[src/rtl/pin_scan_ctrl.sv]
// Pin-scan sequencer: announces each pin's ball label over UART, then blinks only that pin for a dwell time.
// Latency: all outputs registered; tx_done_i is acted on at the 3rd clk_i edge after it rises.
// Backpressure: each byte is held with tx_send_o high until done; PIN_SCAN_MANUAL_EN ends each dwell on step_i.
module pin_scan_ctrl #(
    parameter int NUM_PINS     = 8,
    parameter int DWELL_CYCLES = 25000000,
    parameter int BLINK_HALF   = 2500000,
    parameter int CNT_W        = 32
) (
    input  logic                    clk_i,
    input  logic                    rst_n_i,
    input  logic                    enable_i,
    input  logic                    step_i,
    input  logic [16*NUM_PINS-1:0]  pin_label_i,
    output logic [NUM_PINS-1:0]     pins_o,
    output logic [7:0]              tx_byte_o,
    output logic                    tx_send_o,
    input  logic                    tx_done_i,
    output logic [7:0]              cur_idx_o,
    output logic                    scan_wrap_o
);

    typedef enum logic [1:0] {IDLE, ANNOUNCE, DWELL} state_t;

    state_t                 state_q, state_d;
    logic [1:0]             byte_q, byte_d;
    logic [CNT_W-1:0]       dwell_q, dwell_d;
    logic [CNT_W-1:0]       blink_q, blink_d;
    logic                   lvl_q, lvl_d;
    logic                   stop_q, stop_d;
    logic [7:0]             idx_d;
    logic [7:0]             tx_byte_d;
    logic                   tx_send_d;
    logic                   wrap_d;
    logic [NUM_PINS-1:0]    pins_d;
    logic [NUM_PINS-1:0]    sel_mask;
    logic [15:0]            label;
    logic                   done_s1, done_s2, done_s3;
    logic                   done_evt;
    logic                   dwell_end;

    // tx_done_i may come from the baud-clock domain
    assign done_evt = done_s2 & ~done_s3;

`ifdef PIN_SCAN_MANUAL_EN
    assign dwell_end = step_i;
    logic unused_dwell;
    assign unused_dwell = ^dwell_q;
`else
    assign dwell_end = (dwell_q == CNT_W'(DWELL_CYCLES - 1));
    logic unused_step;
    assign unused_step = step_i;
`endif

    always_comb begin
        idx_d  = cur_idx_o;
        wrap_d = 1'b0;
        if (state_q == DWELL && dwell_end) begin
            if (cur_idx_o == 8'(NUM_PINS - 1)) begin
                idx_d  = 8'd0;
                wrap_d = 1'b1;
            end else begin
                idx_d = cur_idx_o + 8'd1;
            end
        end
    end

    // Label follows the index being loaded, so a dwell exit announces the new pin
    always_comb begin
        label = pin_label_i[15:0];
        for (int i = 1; i < NUM_PINS; i++) begin
            if (idx_d == 8'(i)) label = pin_label_i[16*i +: 16];
        end
    end

    always_comb begin
        sel_mask = '0;
        for (int i = 0; i < NUM_PINS; i++) begin
            sel_mask[i] = (cur_idx_o == 8'(i));
        end
    end

    always_comb begin
        state_d   = state_q;
        byte_d    = byte_q;
        dwell_d   = dwell_q;
        blink_d   = blink_q;
        lvl_d     = lvl_q;
        stop_d    = 1'b0;
        tx_byte_d = tx_byte_o;
        tx_send_d = tx_send_o;
        pins_d    = '0;
        case (state_q)
            IDLE: begin
                tx_send_d = 1'b0;
                if (enable_i) begin
                    state_d   = ANNOUNCE;
                    tx_byte_d = label[15:8];
                    tx_send_d = 1'b1;
                    byte_d    = 2'd0;
                end
            end
            ANNOUNCE: begin
                // A drop of enable_i lets the byte on the wire finish, then parks in IDLE
                stop_d = stop_q | ~enable_i;
                if (done_evt) begin
                    if (stop_d) begin
                        state_d   = IDLE;
                        tx_send_d = 1'b0;
                        byte_d    = 2'd0;
                    end else if (byte_q == 2'd3) begin
                        state_d   = DWELL;
                        tx_send_d = 1'b0;
                        pins_d    = sel_mask;
                        dwell_d   = '0;
                        blink_d   = '0;
                        lvl_d     = 1'b1;
                    end else begin
                        byte_d = byte_q + 2'd1;
                        case (byte_q)
                            2'd0:    tx_byte_d = label[7:0];
                            2'd1:    tx_byte_d = 8'h0D;
                            default: tx_byte_d = 8'h0A;
                        endcase
                    end
                end
            end
            DWELL: begin
                if (dwell_end) begin
                    dwell_d = '0;
                    blink_d = '0;
                    byte_d  = 2'd0;
                    if (enable_i) begin
                        state_d   = ANNOUNCE;
                        tx_byte_d = label[15:8];
                        tx_send_d = 1'b1;
                    end else begin
                        state_d = IDLE;
                    end
                end else if (!enable_i) begin
                    state_d = IDLE;
                end else begin
`ifndef PIN_SCAN_MANUAL_EN
                    dwell_d = dwell_q + 1'b1;
`endif
                    if (blink_q == CNT_W'(BLINK_HALF - 1)) begin
                        blink_d = '0;
                        lvl_d   = ~lvl_q;
                    end else begin
                        blink_d = blink_q + 1'b1;
                    end
                    pins_d = sel_mask & {NUM_PINS{lvl_d}};
                end
            end
            default: state_d = IDLE;
        endcase
    end

    always_ff @(posedge clk_i or negedge rst_n_i) begin
        if (!rst_n_i) begin
            state_q     <= IDLE;
            byte_q      <= 2'd0;
            dwell_q     <= '0;
            blink_q     <= '0;
            lvl_q       <= 1'b0;
            stop_q      <= 1'b0;
            done_s1     <= 1'b0;
            done_s2     <= 1'b0;
            done_s3     <= 1'b0;
            pins_o      <= '0;
            tx_byte_o   <= 8'h00;
            tx_send_o   <= 1'b0;
            cur_idx_o   <= 8'd0;
            scan_wrap_o <= 1'b0;
        end else begin
            state_q     <= state_d;
            byte_q      <= byte_d;
            dwell_q     <= dwell_d;
            blink_q     <= blink_d;
            lvl_q       <= lvl_d;
            stop_q      <= stop_d;
            done_s1     <= tx_done_i;
            done_s2     <= done_s1;
            done_s3     <= done_s2;
            pins_o      <= pins_d;
            tx_byte_o   <= tx_byte_d;
            tx_send_o   <= tx_send_d;
            cur_idx_o   <= idx_d;
            scan_wrap_o <= wrap_d;
        end
    end

endmodule
[config.mk]
export PLATFORM = sky130hd
export DESIGN_NAME = pin_scan_ctrl
export DESIGN_NICKNAME = d
export VERILOG_FILES = /design/src/rtl/pin_scan_ctrl.sv
export SDC_FILE = /design/constraint.sdc
export NUM_CORES = 1
export LEC_CHECK = 0
export CAP_MARGIN = 15
export CORE_MARGIN = 2
export CORE_UTILIZATION = 50
export DETAILED_ROUTE_END_ITERATION = 12
export PLACE_DENSITY = 0.82
export SETUP_SLACK_MARGIN = 0.1
export SYNTH_ARGS = -nofsm -noshare
export SYNTH_HDL_FRONTEND = slang
export SYNTH_SLANG_ARGS = --single-unit
export TNS_END_PERCENT = 20
[constraint.sdc]
create_clock -name clk_i -period 5 [get_ports clk_i]
set_input_delay 0.5 -clock clk_i [delete_from_list [all_inputs] [get_ports clk_i]]
set_output_delay 0.5 -clock clk_i [all_outputs]
set_load 0.01 [all_outputs]
# Word level (Yosys, flattened, before mapping)
# Index checks and enable logic that the tools add are counted.
[totals]
register_bits = 99
word_cells = 134
in_bits = 133
output_inout_bits = 26
[op_classes]
reduce_logical = 12
n_mux = 66
add_sub_neg = 4
n_bitwise = 6
n_eq_ne = 32
[op_table]
columns = ["operator", "count"]
rows = [
  ["32-bit two-way mux", 8],
  ["32-bit one-hot mux with 2 select lines", 2],
  ["16-bit two-way mux", 7],
  ["8-bit two-way mux", 12],
  ["32-bit by 1-bit adder with 32-bit output, second input constant", 2],
  ["8-bit by 3-bit == test with 1-bit output, second input constant", 8],
  ["32-bit by 22-bit == test with 1-bit output, second input constant", 1],
  ["32-bit by 25-bit == test with 1-bit output, second input constant", 1],
  ["8-bit by 2-bit == test with 1-bit output, second input constant", 4],
  ["8-bit one-hot mux with 2 select lines", 2],
  ["8-bit one-hot mux with 3 select lines", 1],
  ["2-bit two-way mux", 11],
  ["5-bit AND reduction", 4],
  ["1-bit two-way mux", 19],
  ["8-bit by 1-bit == test with 1-bit output, second input constant", 2],
  ["2-bit != test, second input constant", 8],
  ["3-bit != test, second input constant", 4],
  ["2-bit one-hot mux with 3 select lines", 2],
  ["8-bit by 1-bit adder with 8-bit output, second input constant", 1],
  ["8-bit AND", 1],
  ["8-bit zero test", 1],
  ["6-bit AND reduction", 1],
  ["2-bit by 1-bit == test with 1-bit output, second input constant", 2],
  ["2-bit == test, second input constant", 2],
  ["other kinds (11)", 14],
]

# Longest topological paths before layout
[depth]
ltp_word = 16
mapped_depth = 15
depth_no_buf = 12

# Worst setup path before layout
# No wires, ideal clock.
[synth_path]
path_type = "register to register"
startpoint = "reg dwell_q[29]"
endpoint = "reg tx_byte_o[3]"
path_stages_with_launch = 14
n_path_buf = 3
period_less_slack_ns = 3.941
setup_slack_ns = 1.059
t_required_ns = 4.913
setup_ns = 0.087
t_arrival_ns = 3.854
cell_sequence = "dfrtp_1 -> or4_1 -> or3_1 -> buf_2 -> nor4_1 -> mux2i_1 -> nand4_4 -> or4_4 -> buf_6 -> buf_6 -> mux2i_1 -> a2111oi_0 -> o21ai_1 -> o211ai_1"
[synth_between]
elab_chain_cells = 16
word_cells_on_any_way = 26
classes_between = "9 x eq/ne; 15 x mux; 2 x reduce/logical"
[synth_rtl]
columns = ["item", "line", "rtl"]
rows = [
  ["start, declared", "27", "logic [CNT_W-1:0] dwell_q, dwell_d;"],
  ["start signal, assigned", "178", "dwell_q <= dwell_d;"],
  ["32-bit by 25-bit == test with 1-bit output (*)", "50", "assign dwell_end = (dwell_q == CNT_W'(DWELL_CYCLES - 1));"],
  ["1-bit logical AND", "58", "if (state_q == DWELL && dwell_end) begin"],
  ["8-bit two-way mux", "58", ""],
  ["8-bit by 1-bit == test with 1-bit output", "72", "if (idx_d == 8'(i)) label = pin_label_i[16*i +: 16];"],
  ["16-bit two-way mux (7 in a row)", "72", ""],
  ["8-bit one-hot mux with 2 select lines", "120", "case (byte_q)"],
  ["8-bit two-way mux", "111", "end else if (byte_q == 2'd3) begin"],
  ["8-bit two-way mux", "107", "if (stop_d) begin"],
  ["8-bit two-way mux", "106", "if (done_evt) begin"],
  ["8-bit one-hot mux with 3 select lines", "93", "case (state_q)"],
  ["end signal, assigned", "186", "tx_byte_o <= tx_byte_d;"],
  ["end, declared", "16", "output logic [7:0] tx_byte_o,"],
]
# Mark *: on every way between the ends. The rest lies on a longest branch, timed or not. The select of a mux whose other input is x is not followed.
# A chain may end at the register's enable or synchronous reset.

# Worst setup path in the final report
[layout_path]
startpoint = "reg dwell_q[29]"
endpoint = "reg tx_byte_o[1]"
# Same word-level chain as after synthesis.

==> results <==
-- through the flow --
stage	power [mW]	hold WS, ps	util	cell area [sq um]	setup WS [ps]
global placement	1.55	351	0.655	7870	659
CTS	2.32	270	0.681	8180	574
finish	2.31	245	0.681	8180	572
global route	2.43	298	0.681	8180	191
detailed placement	1.57	340	0.655	7870	623
floorplan	1.25	204	-	6170	1060
-- cell usage in the layout (no fill, tap or decap), types with 6 or more instances in the layout --
cell type,count
ha_1,13
a21oi_1,35
o211ai_1,10
xnor2_1,13
and3_1,13
clkdlybuf4s50_1,156
nor3_1,12
nand3_1,29
clkbuf_16,9
mux2i_1,19
a211o_1,6
o21ai_0,32
xor2_1,38
dfrtp_1,99
nor2_1,88
o22ai_1,7
nand2_1,90
o21ai_1,7
nand4_1,25
buf_4,12
a211oi_1,7
inv_1,18
or3_1,15
a31oi_1,8
nor4_1,11
-- area by class of cell --
cell class | count | area [sq um]
sequential | 99 | 2480
clock buffer | 10 | 239
multi-input combinational | 566 | 3480
tap | 147 | 184
inverter | 19 | 71.3
clock inverter | 5 | 77.6
timing repair buffer | 168 | 1650
fill | 963 | 3830
-- state kept, by name (all words and copies together) (netlist names) --
name	count
state_q	2
dwell_q	32
stop_q	1
scan_wrap_o	1
blink_q	32
done_s1	1
done_s2	1
byte_q	2
lvl_q	1
tx_send_o	1
done_s3	1
pins_o	8
tx_byte_o	8
cur_idx_o	8
-- path summary, 6_finish.rpt --
check,startpoint,end,cells past startpoint
max in group asynchronous,rst_n_i,blink_q[11],2
min in group clk_i,done_s1,done_s2,0
worst max-delay path,dwell_q[29],tx_byte_o[1],10
worst min register to register,done_s1,done_s2,0
worst max register to register,dwell_q[29],tx_byte_o[1],10
worst min-delay path,rst_n_i,dwell_q[9],1
-- synth_stat cells, types with 3 or more instances --
cell type  instances
o221ai_1           5
nor4b_1            3
xor2_1            38
a211o_1            6
or2_2              5
inv_1             18
a32oi_1            3
mux2i_1           19
or3_1             15
nand3_1           29
o211ai_1          10
and2_1             5
nor2b_1            3
a211oi_1           7
nand2_1           90
o21ai_0           32
nand2b_1           4
dfrtp_1           99
nor2_1            88
buf_2              4
clkbuf_1          22
a221oi_1           5
o31ai_1            5
a31oi_1            8
a21oi_1           35
buf_6              3
a221o_1            4
o22ai_1            7
a22oi_1            3
nor3_1            13
nor4_1            11
o21ai_1            7
ha_1              13
and3_1            13
nand4_1           25
xnor2_1           13
and4_1             5
a21o_1             3
-- cells by family (layout without fill, tap and decap cells) --
kind of cell    Yosys count  after routing
compound gates          160            160
xor+xnor                 51             51
fa+ha+maj                13             13
buf+inv                  49            202
flops                    99             99
mux                      21             21
simple gates            321            321
-- routing by layer --
| layer | global-route usage | vias to the layer above |
|---|---|---|
| met3 | 0.0590 | 55 |
| met2 | 0.492 | 228 |
| met4 | 0.119 | 0 |
| met1 | 0.336 | 3010 |
| met5 | 0 | - |
| li1 | - | 2890 |
-- power by group --
part / internal [mW] / switching, mW / leakage (nW)
Sequential: 0.851 / 0.0353 / 1.35
Clock: 0.448 / 0.292 / 0.154
Combinational: 0.312 / 0.370 / 2.01
Total: 1.61 / 0.698 / 3.52
-- critical path, stage by stage, from the launching register on --
cell and delay, ps:
dfrtp_1 400, or4_1 520, or3_1 520, nor4_1 630, mux2i_1 360, nand4_4 270, or4_4 780, mux2i_1 180
a211o_1 310, a211oi_1 240, a221o_1 150
==> results.ini <==
[drt]
dr_wl_met3_um=1280
drtPass1Iterations=7
antenna_left=0
via_per_inst=6.10
drt_iter0_markers=419
met1_length_um=7580
routed.top_layer=met4
dr_wl_met2_um=9260
wl_per_cell_um=18.5
drc=0
vias=6183
drt_wl_total_um=18700

[clock_tree]
cts-root-buf=clkbuf_16
clk_latency_ps=340
h-tree-depth=3
cts.sinks=99
tritoncts.num_buffers=9
cts_resized=0
cts_hold_buf=0
clock_path_buffers=2
cts_tree=done
cts.clk_slew.worst_paths_ps=70
postCtsSetupRepairBufs=0

[floorplan]
die_h_um=115
die_area_sq_um=13200
fp-row-count=40
start_util=0.513
die_w_um=115
io_pins=159
coreArea_sq_um=12000

[sta]
relSlewSlack=0.253
hold_viol=0
clock-skew-final_ps=6.93
setup_viol=0
rsz0062_at_grt=false
fin_crit_sh=0.886
slew_violations=0
fmax_mhz=226
tightest_slew_ps=1110
tns_ps=0
fin_crit_ps=4430

[setup_path]
crit_type=reg2reg
r2r_slack_ps=570
start_kind=flip-flop
end_kind=flip-flop
required_ps=5280
crit_arrival_ps=4710
worstPathMaxFanout=18

[logic_synthesis]
ys_seq_area_frac=0.402
synth.net_count=860
synthAdderAreaFrac=0.0264
ys_warn_count=0
synthSimpleGateAreaFrac=0.256
synth_top_family_by_area=simple AND/OR/NAND/NOR gates
syn_inst=714
ys_async_sr_fraction=1.00
synth-xor-area-share=0.0724
synthMuxAreaShare=0.0351
synth_edf_count=0
synth_area_leader_cell=dfrtp_1
netlist.area_leader.share=0.402
synth_ff_type=dfrtp_1
synthTopCellsByArea=dfrtp_1 40%, nand2_1 5.5%, xor2_1 5.4%
synth_cell_type_count=68
ys_ff_latch=99
synth_compound_area_frac=0.174
netlist_area_sq_um=6170
syn_avg_cell_area_sq_um=8.64

[place]
portBuffers=157
dp.cells=999
gp_congestion=0.903
hpwlAfterDp_um=13800

[cells_and_area]
layout.nets=1009
drive_gt1_frac=0.0507
diodes=0
area_growth_pct=32.7
final_cells=1014

[global_routing]
antenna_found_initial=0
grt_pass1_wl_um=29700
grt_pass1_vias=6234
track_usage=0.281
grt_start_max_net_pins=61
grt_overflow=0

[job]
drv_cap=0

[power]
ir_drop_v=0.000182
p_per_area_nw_per_um2=282
power.leakage_nw=3.52

[status]
status=finished, final reports clean

[min_path]
hold_path_class=in2async

Note: power is estimated with default switching activity, not from simulation.
